<file path="config.mk">
export PLATFORM = sky130hd
export DESIGN_NAME = fetch_stage
export DESIGN_NICKNAME = d
export VERILOG_FILES = /design/src/rtl/fetch_pkg.sv /design/src/rtl/sync_fifo.sv /design/src/rtl/fetch_stage.sv
export SDC_FILE = /design/constraint.sdc
export NUM_CORES = 1
export LEC_CHECK = 0
export ABC_CLOCK_PERIOD_IN_PS = 6300
export CORE_MARGIN = 8
export CORE_UTILIZATION = 46
export CTS_CLUSTER_SIZE = 25
export DETAILED_ROUTE_END_ITERATION = 16
export PLACE_DENSITY = 0.86
export SETUP_SLACK_MARGIN = 0.15
export SLEW_MARGIN = 10
export SYNTH_ARGS = -nofsm -noshare
export SYNTH_HDL_FRONTEND = slang
export SYNTH_SLANG_ARGS = --single-unit
</file>
<file path="constraint.sdc">
create_clock -name clk -period 6.3 [get_ports clk]
set_input_delay 0.63 -clock clk [delete_from_list [all_inputs] [get_ports clk]]
set_output_delay 0.63 -clock clk [all_outputs]
set_load 0.02 [all_outputs]
</file>
<file path="src/rtl/fetch_pkg.sv">
// Shared types and sizing helpers for the instruction-fetch stage.
// Widths here are the defaults; fetch_stage may be instantiated with other values.
package fetch_pkg;

    localparam int FETCH_ADDR_W  = 32;
    localparam int FETCH_INSTR_W = 32;

    // Entry handed to decode: instruction tagged with the PC it was fetched from.
    typedef struct packed {
        logic [FETCH_ADDR_W-1:0]  pc;
        logic [FETCH_INSTR_W-1:0] instr;
    } fetch_entry_t;

    // Counters must hold the value DEPTH itself, hence one bit more than the pointer.
    function automatic int credit_cnt_w(input int depth);
        return $clog2(depth) + 1;
    endfunction

endpackage

</file>
<file path="src/rtl/sync_fifo.sv">
// Single-clock FIFO with synchronous flush, used for both the PC tag queue and
// the instruction buffer. DEPTH must be a power of two so the pointers wrap naturally.
module sync_fifo
    import fetch_pkg::*;
#(
    parameter int WIDTH = 32,
    parameter int DEPTH = 2
) (
    input  logic                           clk,
    input  logic                           reset,
    input  logic                           push,
    input  logic [WIDTH-1:0]               push_data,
    input  logic                           pop,
    output logic [WIDTH-1:0]               pop_data,
    input  logic                           flush,
    output logic                           full,
    output logic                           empty,
    output logic [credit_cnt_w(DEPTH)-1:0] count
);

    localparam int PTR_W = $clog2(DEPTH);
    localparam int CNT_W = credit_cnt_w(DEPTH);

    localparam logic [CNT_W-1:0] DEPTH_C = CNT_W'(DEPTH);
    localparam logic [CNT_W-1:0] CNT_ONE = CNT_W'(1);
    localparam logic [PTR_W-1:0] PTR_ONE = PTR_W'(1);

    logic [WIDTH-1:0] r_mem [DEPTH];
    logic [PTR_W-1:0] r_wr_ptr;
    logic [PTR_W-1:0] r_rd_ptr;
    logic [CNT_W-1:0] r_count;

    logic w_do_push;
    logic w_do_pop;

    assign full      = (r_count == DEPTH_C);
    assign empty     = (r_count == '0);
    assign count     = r_count;
    assign pop_data  = r_mem[r_rd_ptr];
    assign w_do_push = push & ~full & ~flush;
    assign w_do_pop  = pop & ~empty & ~flush;

    always_ff @(posedge clk or negedge reset) begin
        if (!reset) begin
            r_wr_ptr <= '0;
            r_rd_ptr <= '0;
            r_count  <= '0;
        end else if (flush) begin
            r_wr_ptr <= '0;
            r_rd_ptr <= '0;
            r_count  <= '0;
        end else begin
            if (w_do_push) begin
                r_wr_ptr <= r_wr_ptr + PTR_ONE;
            end
            if (w_do_pop) begin
                r_rd_ptr <= r_rd_ptr + PTR_ONE;
            end
            case ({w_do_push, w_do_pop})
                2'b10:   r_count <= r_count + CNT_ONE;
                2'b01:   r_count <= r_count - CNT_ONE;
                default: r_count <= r_count;
            endcase
        end
    end

    // NOTE: storage has no reset; a slot is only read after a push has written it,
    // so clearing it would cost a reset net per bit for no observable effect.
    always_ff @(posedge clk) begin
        if (w_do_push) begin
            r_mem[r_wr_ptr] <= push_data;
        end
    end

endmodule

</file>
<file path="src/rtl/fetch_stage.sv">
// Instruction-fetch stage: issues credit-limited requests at the current PC, tags
// in-order responses with their PC and presents them to decode; redirects drop in-flight work.
module fetch_stage
    import fetch_pkg::*;
#(
    parameter int ADDR_W  = FETCH_ADDR_W,
    parameter int INSTR_W = FETCH_INSTR_W,
    parameter int DEPTH   = 2
) (
    input  logic               clk,
    input  logic               reset,
    input  logic [ADDR_W-1:0]  pc_q,
    output logic               pc_en,
    input  logic               flush,
    output logic               imem_req_valid,
    output logic [ADDR_W-1:0]  imem_req_addr,
    input  logic               imem_req_ready,
    input  logic               imem_resp_valid,
    input  logic [INSTR_W-1:0] imem_resp_data,
    output logic               id_valid,
    input  logic               id_ready,
    output logic [ADDR_W-1:0]  id_pc,
    output logic [INSTR_W-1:0] id_instr
);

    localparam int CNT_W   = credit_cnt_w(DEPTH);
    localparam int ENTRY_W = ADDR_W + INSTR_W;

    localparam logic [CNT_W:0]   DEPTH_C = (CNT_W + 1)'(DEPTH);
    localparam logic [CNT_W-1:0] CNT_ONE = CNT_W'(1);

    logic             r_started;
    logic [CNT_W-1:0] r_outstanding;
    logic [CNT_W-1:0] r_drop_cnt;

    logic [CNT_W:0]       w_inflight;
    logic [CNT_W-1:0]     w_resp_dec;
    logic                 w_accept;
    logic                 w_resp_drop;
    logic                 w_resp_keep;
    logic                 w_id_fire;
    logic [ADDR_W-1:0]    w_tag_pc;
    logic [CNT_W-1:0]     w_tag_count;
    logic                 w_tag_full;
    logic                 w_tag_empty;
    logic [ENTRY_W-1:0]   w_buf_head;
    logic [CNT_W-1:0]     w_buf_count;
    logic                 w_buf_full;
    logic                 w_buf_empty;
    logic                 w_unused;

    // Credits cover responses still owed (including ones that will be dropped)
    // plus entries waiting for decode, so a returning response always has a slot.
    assign w_inflight     = {1'b0, r_outstanding} + {1'b0, w_buf_count};
    assign imem_req_valid = r_started & ~flush & (w_inflight < DEPTH_C);
    assign imem_req_addr  = pc_q;
    assign w_accept       = imem_req_valid & imem_req_ready;
    assign pc_en          = w_accept;

    assign w_resp_dec  = {{(CNT_W-1){1'b0}}, imem_resp_valid};
    assign w_resp_drop = imem_resp_valid & (r_drop_cnt != '0);
    assign w_resp_keep = imem_resp_valid & (r_drop_cnt == '0) & ~flush;

    // A handshake in a flush cycle is not a delivery; the flush empties the buffer anyway.
    assign id_valid  = ~w_buf_empty;
    assign w_id_fire = id_valid & id_ready & ~flush;
    assign id_pc     = id_valid ? w_buf_head[ENTRY_W-1 -: ADDR_W] : '0;
    assign id_instr  = id_valid ? w_buf_head[INSTR_W-1:0] : '0;

    always_ff @(posedge clk or negedge reset) begin
        if (!reset) begin
            r_started     <= 1'b0;
            r_outstanding <= '0;
            r_drop_cnt    <= '0;
        end else begin
            r_started <= 1'b1;
            if (flush) begin
                // Everything still owed belongs to the old path, except a response
                // arriving right now, which is discarded here directly.
                r_outstanding <= r_outstanding - w_resp_dec;
                r_drop_cnt    <= r_outstanding - w_resp_dec;
            end else begin
                case ({w_accept, imem_resp_valid})
                    2'b10:   r_outstanding <= r_outstanding + CNT_ONE;
                    2'b01:   r_outstanding <= r_outstanding - CNT_ONE;
                    default: r_outstanding <= r_outstanding;
                endcase
                if (w_resp_drop) begin
                    r_drop_cnt <= r_drop_cnt - CNT_ONE;
                end
            end
        end
    end

    sync_fifo #(
        .WIDTH (ADDR_W),
        .DEPTH (DEPTH)
    ) u_tag_fifo (
        .clk       (clk),
        .reset     (reset),
        .push      (w_accept),
        .push_data (pc_q),
        .pop       (w_resp_keep),
        .pop_data  (w_tag_pc),
        .flush     (flush),
        .full      (w_tag_full),
        .empty     (w_tag_empty),
        .count     (w_tag_count)
    );

    sync_fifo #(
        .WIDTH (ENTRY_W),
        .DEPTH (DEPTH)
    ) u_instr_buf (
        .clk       (clk),
        .reset     (reset),
        .push      (w_resp_keep),
        .push_data ({w_tag_pc, imem_resp_data}),
        .pop       (w_id_fire),
        .pop_data  (w_buf_head),
        .flush     (flush),
        .full      (w_buf_full),
        .empty     (w_buf_empty),
        .count     (w_buf_count)
    );

    // Status outputs only observed by the protocol checks below.
    assign w_unused = ^{w_tag_full, w_tag_empty, w_tag_count, w_buf_full};

    a_no_buf_overflow: assert property (@(posedge clk) disable iff (!reset)
        w_resp_keep |-> !w_buf_full);

    a_tag_available: assert property (@(posedge clk) disable iff (!reset)
        w_resp_keep |-> !w_tag_empty);

    a_credit_balance: assert property (@(posedge clk) disable iff (!reset)
        ({1'b0, w_tag_count} + {1'b0, r_drop_cnt}) == {1'b0, r_outstanding});

endmodule

</file>
## Word-level counts from Yosys, hierarchy flattened

Memory sizes are Yosys's and may differ from the RTL's.
Cells that the tools add are included.
W data, S select, Z words.

| word-level totals | value |
|---|---|
| register bits after elaboration | 13 |
| RAM bits | 192 |
| bits of input ports | 70 |
| output and inout port bits | 99 |
| logic and storage cells | 88 |
| memories kept | 2 |

| cells by class | value |
|---|---|
| add/subtract/negate cells | 13 |
| magnitude comparators | 1 |
| equality and inequality tests | 8 |
| mux-type cells | 22 |
| bitwise operators | 21 |
| reductions and logical operators | 12 |

Memory list:

| memory | words | width | rd ports | clocked after Yosys merged registers in | wr ports | RTL line | source |
|---|---|---|---|---|---|---|---|
| u_instr_buf.r_mem | 2 | 64 | 1 | 0 | 1 | sync_fifo.sv:28 | `logic [WIDTH-1:0] r_mem [DEPTH];` |
| u_tag_fifo.r_mem | 2 | 32 | 1 | 0 | 1 | sync_fifo.sv:28 |  |

Operator list:

| cell | number |
|---|---|
| $mux W32 | 2 |
| $and A1 B1 Y1 | 16 |
| $mux W1 | 12 |
| $pmux W2 S2 | 3 |
| $reduce_bool A2 Y1 | 6 |
| $eq A2 B2 Y1 const B | 5 |
| $mux W2 | 5 |
| $reduce_bool A3 Y1 | 3 |
| $sub A2 B1 Y2 const B | 4 |
| $add A2 B1 Y2 const B | 3 |
| $eq A2 B1 Y1 const B | 3 |
| $logic_not A2 Y1 | 3 |
| $not A1 Y1 | 5 |
| $add A1 B1 Y1 const B | 4 |
| $add A2 B2 Y3 | 1 |
| $lt A3 B2 Y1 const B | 1 |
| $sub A2 B1 Y2 | 1 |

## Longest topological paths before layout

| depth | value |
|---|---|
| word-level depth | 9 |
| mapped depth | 7 |
| depth with buffers taken out | 7 |

## Hierarchy

A second synthesis with hierarchy kept.

| second synthesis, totals | value |
|---|---|
| cells, all modules | 488 |
| area, all modules | 8,373.0 um^2 |

Modules (own cells, without submodules):

| module | times used | cells an instance | area an instance (um^2) | seq. area each (um^2) |
|---|---|---|---|---|
| sync_fifo (u_instr_buf) | 1 | 224 | 4,819.6 | 3,943.8 |
| sync_fifo (u_tag_fifo) | 1 | 125 | 2,521.2 | 2,021.9 |
| fetch_stage | 1 | 139 | 1,032.2 | 125.1 |

## Worst setup path after synthesis

No wires, ideal clock.

| path | value |
|---|---|
| path kind | input-to-reg |
| start point | input port imem_resp_valid |
| end point | memory u_instr_buf.r_mem[1][0] (netlist name), enable pin |
| library setup time | 0.578 ns |
| data arrival time | 5.785 ns |
| data required time | 5.722 ns |
| path slack | -0.063 ns |
| cell stages on the path | 4 |
| path buffers | 1 |
| path through | and2_1 -> clkbuf_1 -> nand2_1 -> nor3b_1 |

| between the ends | value |
|---|---|
| longest elaborated chain between the ends | 6 |

Ends and longest elaborated chain:

| element | RTL line | source |
|---|---|---|
| start, declared | fetch_stage.sv:18 | `input logic imem_resp_valid,` |
| $and A1 B1 Y1 (2 in series) | fetch_stage.sv:62 | `assign w_resp_keep = imem_resp_valid & (r_drop_cnt == '0) & ~flush;` |
| $and A1 B1 Y1 (2 in series) | sync_fifo.sv:40 | `assign w_do_push = push & ~full & ~flush;` |
| $mux W1 | sync_fifo.sv:70 | `if (w_do_push) begin` |
| $mux W1 (not written as such) | sync_fifo.sv:71 | `r_mem[r_wr_ptr] <= push_data;` |
| end, declared | sync_fifo.sv:28 |  |

No other way between the ends.

## Worst setup path after layout

| path | value |
|---|---|
| start point | register u_instr_buf.r_count[0] (netlist: u_instr_buf.count[0]) |
| end point | output port pc_en |

| between the ends | value |
|---|---|
| longest elaborated chain between the ends | 4 |

Ends and longest elaborated chain:

| element | RTL line | source |
|---|---|---|
| start, declared | sync_fifo.sv:31 | `logic [CNT_W-1:0] r_count;` |
| start signal, assigned | sync_fifo.sv:60 | `2'b10: r_count <= r_count + CNT_ONE;` |
| start signal, assigned | sync_fifo.sv:61 | `2'b01: r_count <= r_count - CNT_ONE;` |
| start signal, assigned | sync_fifo.sv:62 | `default: r_count <= r_count;` |
| $add A2 B2 Y3 | fetch_stage.sv:54 | `assign w_inflight = {1'b0, r_outstanding} + {1'b0, w_buf_count};` |
| $lt A3 B2 Y1 | fetch_stage.sv:55 | `assign imem_req_valid = r_started & ~flush & (w_inflight < DEPTH_C);` |
| $and A1 B1 Y1 | fetch_stage.sv:55 |  |
| $and A1 B1 Y1 | fetch_stage.sv:57 | `assign w_accept = imem_req_valid & imem_req_ready;` |
| end, declared | fetch_stage.sv:13 | `output logic pc_en,` |

No other way between the ends.

==> results_dict.tcl <==
set metrics [dict create \
    syn_area_per_cell_um2 16.6 \
    syn_inst 488 \
    num_antenna_cells 0 \
    post_cts_buffers 0 \
    routedWlPerCell_um 18.5 \
    synthMuxAreaShare_pct 12.3 \
    path_max_fanout 8 \
    synthFlopType "edfxtp_1" \
    drive_above_1_share_pct 11.0 \
    gp_congestion 0.768 \
    crit_path_end_kind "output pin" \
    layout_commonest_cell "edfxtp_1" \
    area.sequential_mm2 0.00609 \
    initial_core_util_pct 46.9 \
    areaGrowthSynthToFinish_pct 28.9 \
    relSlewSlack_pct 20.2 \
    crit_slowest_cell "clkdlybuf4s50_1" \
    tightest_slew_ns 1.20 \
    totalWireLength_um 16100 \
    num-fill-cells 1228 \
    multiInputGateArea_mm2 0.00170 \
    cpPeakStageDelay_ns 0.62 \
    cts_buffer_depth 3 \
    synth_xor_area_share_pct 0.863 \
    outcome "complete, no violations" \
    drv_cap 0 \
    p_per_area_mw_per_mm2 329 \
    cts_tree "yes" \
    dp_hpwl_um 10500 \
    synth_area_leader_cell "edfxtp_1" \
    yosysSeqAreaShare_pct 75.0 \
    setup_viol 0 \
    fin_setup_tns_ns 0 \
    hold_buffers 0 \
    crit_required_ns 5.67 \
    path_clk_slew_ns 0.06 \
    place_area_mm2 0.00983 \
    grt_pass1_vias 4814 \
    dieArea_mm2 0.0222 \
    hold_slack_ns 0.536 \
    yosys.area_share.simple_pct 5.56 \
    rsz0062_at_grt "no" \
    finalCritPeriodShare_pct 56.2 \
    fmax_mhz 282 \
    grt_max_degree 66 \
    clk_latency_ns 0.48 \
    finClkSkew_ns 0.0169 \
    via_per_inst 5.08 \
    cts_num_sinks 205 \
    hold_class "in -> async" \
    hold_viol 0 \
    netlist_area_mm2 0.00812 \
    nets 705 \
    cp-start-kind "register" \
    htree_levels 1 \
    final_cell_mix "edfxtp_1 (192), clkdlybuf4s50_1 (168), nor2_1 (72)" \
    path_cells "and2_1 > fa_1 > nor4b_4 > nand2_4 > inv_1 > clkdlybuf4s50_1" \
    cts_resized 0 \
    min_period_ns 3.54 \
    async_flop_share_pct 6.34 \
    die_w_um 149 \
    synth_compound_area_share_pct 1.23 \
    synth_top_area_share_pct 71.0 \
    synth_top_family_by_area "multiplexers" \
    grt_overflow_total 0 \
    slew_violations 0 \
    synth_cell_type_count 36 \
    power.leakage_nw 3.41 \
    portBuffers 168 \
    root_buffer "clkbuf_16" \
    core_area_mm2 0.0173 \
    ir_worst_vdd_uv 198 \
    synthAdderAreaFrac_pct 0.555 \
    fin_area_mm2 0.0105 \
    drt_pass1_iterations 4 \
    pin_count 169 \
    cts_buffers 21 \
    synth_seq_cells 205 \
    drt_iter0_markers 218 \
    antenna_found_initial 0 \
    grt_pass1_wl_um 25300 \
    die_h_um 149 \
    path_class "reg -> out" \
    synth_edf_count 192 \
    grtUsageTotal_pct 14.4 \
    ant_nets 0 \
    syn_nets 561 \
    vias 4408 \
    arrival_ns 2.91 \
    ys_warn_count 0 \
    utilization_pct 60.5 \
    synthTopCellsByArea "edfxtp_1 (71%), mux2i_1 (7.9%), mux2_2 (4.4%)" \
    num_rows 48 \
    route.detailed.drc 0 \
]
## path summary, 6_finish.rpt
kind	from	endpoint	slack, ns	depth (start not counted)
hold / removal	reset	r_outstanding[0]	0.54	1
min in group clk	r_outstanding[1]	r_outstanding[1]	0.55	1
setup / recovery	u_instr_buf.count[0]	pc_en	2.76	6
hold reg to reg	r_outstanding[1]	r_outstanding[1]	0.55	1
setup reg to reg	r_drop_cnt[0]	u_instr_buf.r_mem[1][29]	3.04	6
max in group asynchronous	reset	u_instr_buf.r_rd_ptr	5.30	1
## synthesized netlist by cell type (all sizes together) (6+ instances only)
cell and n:
edfxtp 192, nor2 73, dfrtp 13, inv 6, clkbuf 8, nand2 7
mux2i 64, mux2 32, buf 45
## where the power goes
group / switching, mW / leakage, nW / internal (mW)
sequential: 0.0675 / 1.90 / 1.59
combinational: 0.335 / 1.20 / 0.293
clock: 0.468 / 0.307 / 0.687
total: 0.870 / 3.41 / 2.57
## worst max-delay path: cells and delay by family (launching register included)
family,cells,cell delay [ns]
AND/OR/NAND/NOR,3,0.74
flip-flops,1,0.47
buffers and inverters,2,0.73
adder cells (fa/ha/maj),1,0.49
## through the flow
stage	worst slack [ns]	cells	power, mW
after floorplan	0.297	488	2.04
after CTS	2.72	868	3.49
after global placement	2.62	834	2.30
final	2.76	868	3.44
after global routing	2.63	868	3.60
after detailed placement	2.38	834	2.32
## kinds of logic after synthesis
family | Yosys count
AND/OR/NAND/NOR | 100
adder cells (fa/ha/maj) | 3
multiplexers | 96
flip-flops | 205
buffers and inverters | 59
other | 1
AO/OA/AOI/OAI | 16
XOR/XNOR | 8
## registers in the layout, indices dropped and copies added, names as in the netlist
name	count
u_tag_fifo.r_wr_ptr	1
r_drop_cnt	2
u_tag_fifo.r_mem	64
u_instr_buf.r_wr_ptr	1
u_instr_buf.count	2
r_outstanding	2
u_tag_fifo.count	2
u_instr_buf.r_rd_ptr	1
u_tag_fifo.r_rd_ptr	1
r_started	1
u_instr_buf.r_mem	128
## area by class of cell
type / instances / share of cell area, %
Clock buffer: 23 / 5.09
Clock inverter: 11 / 0.993
Inverter: 6 / 0.215
Multi-Input combinational cell: 224 / 16.3
Sequential cell: 205 / 58.3
Tap cell: 225 / 2.69
Timing Repair Buffer: 174 / 16.5
## layer usage
metal	up-vias	share of wire (%)	track usage [%]
met1	2157	42	17.3
met2	171	48	24.6
met3	26	8.2	4.37
li1	2054	-	-
met4	0	1.9	3.89
met5	-	0	0
(Power assumes the default switching activity.)
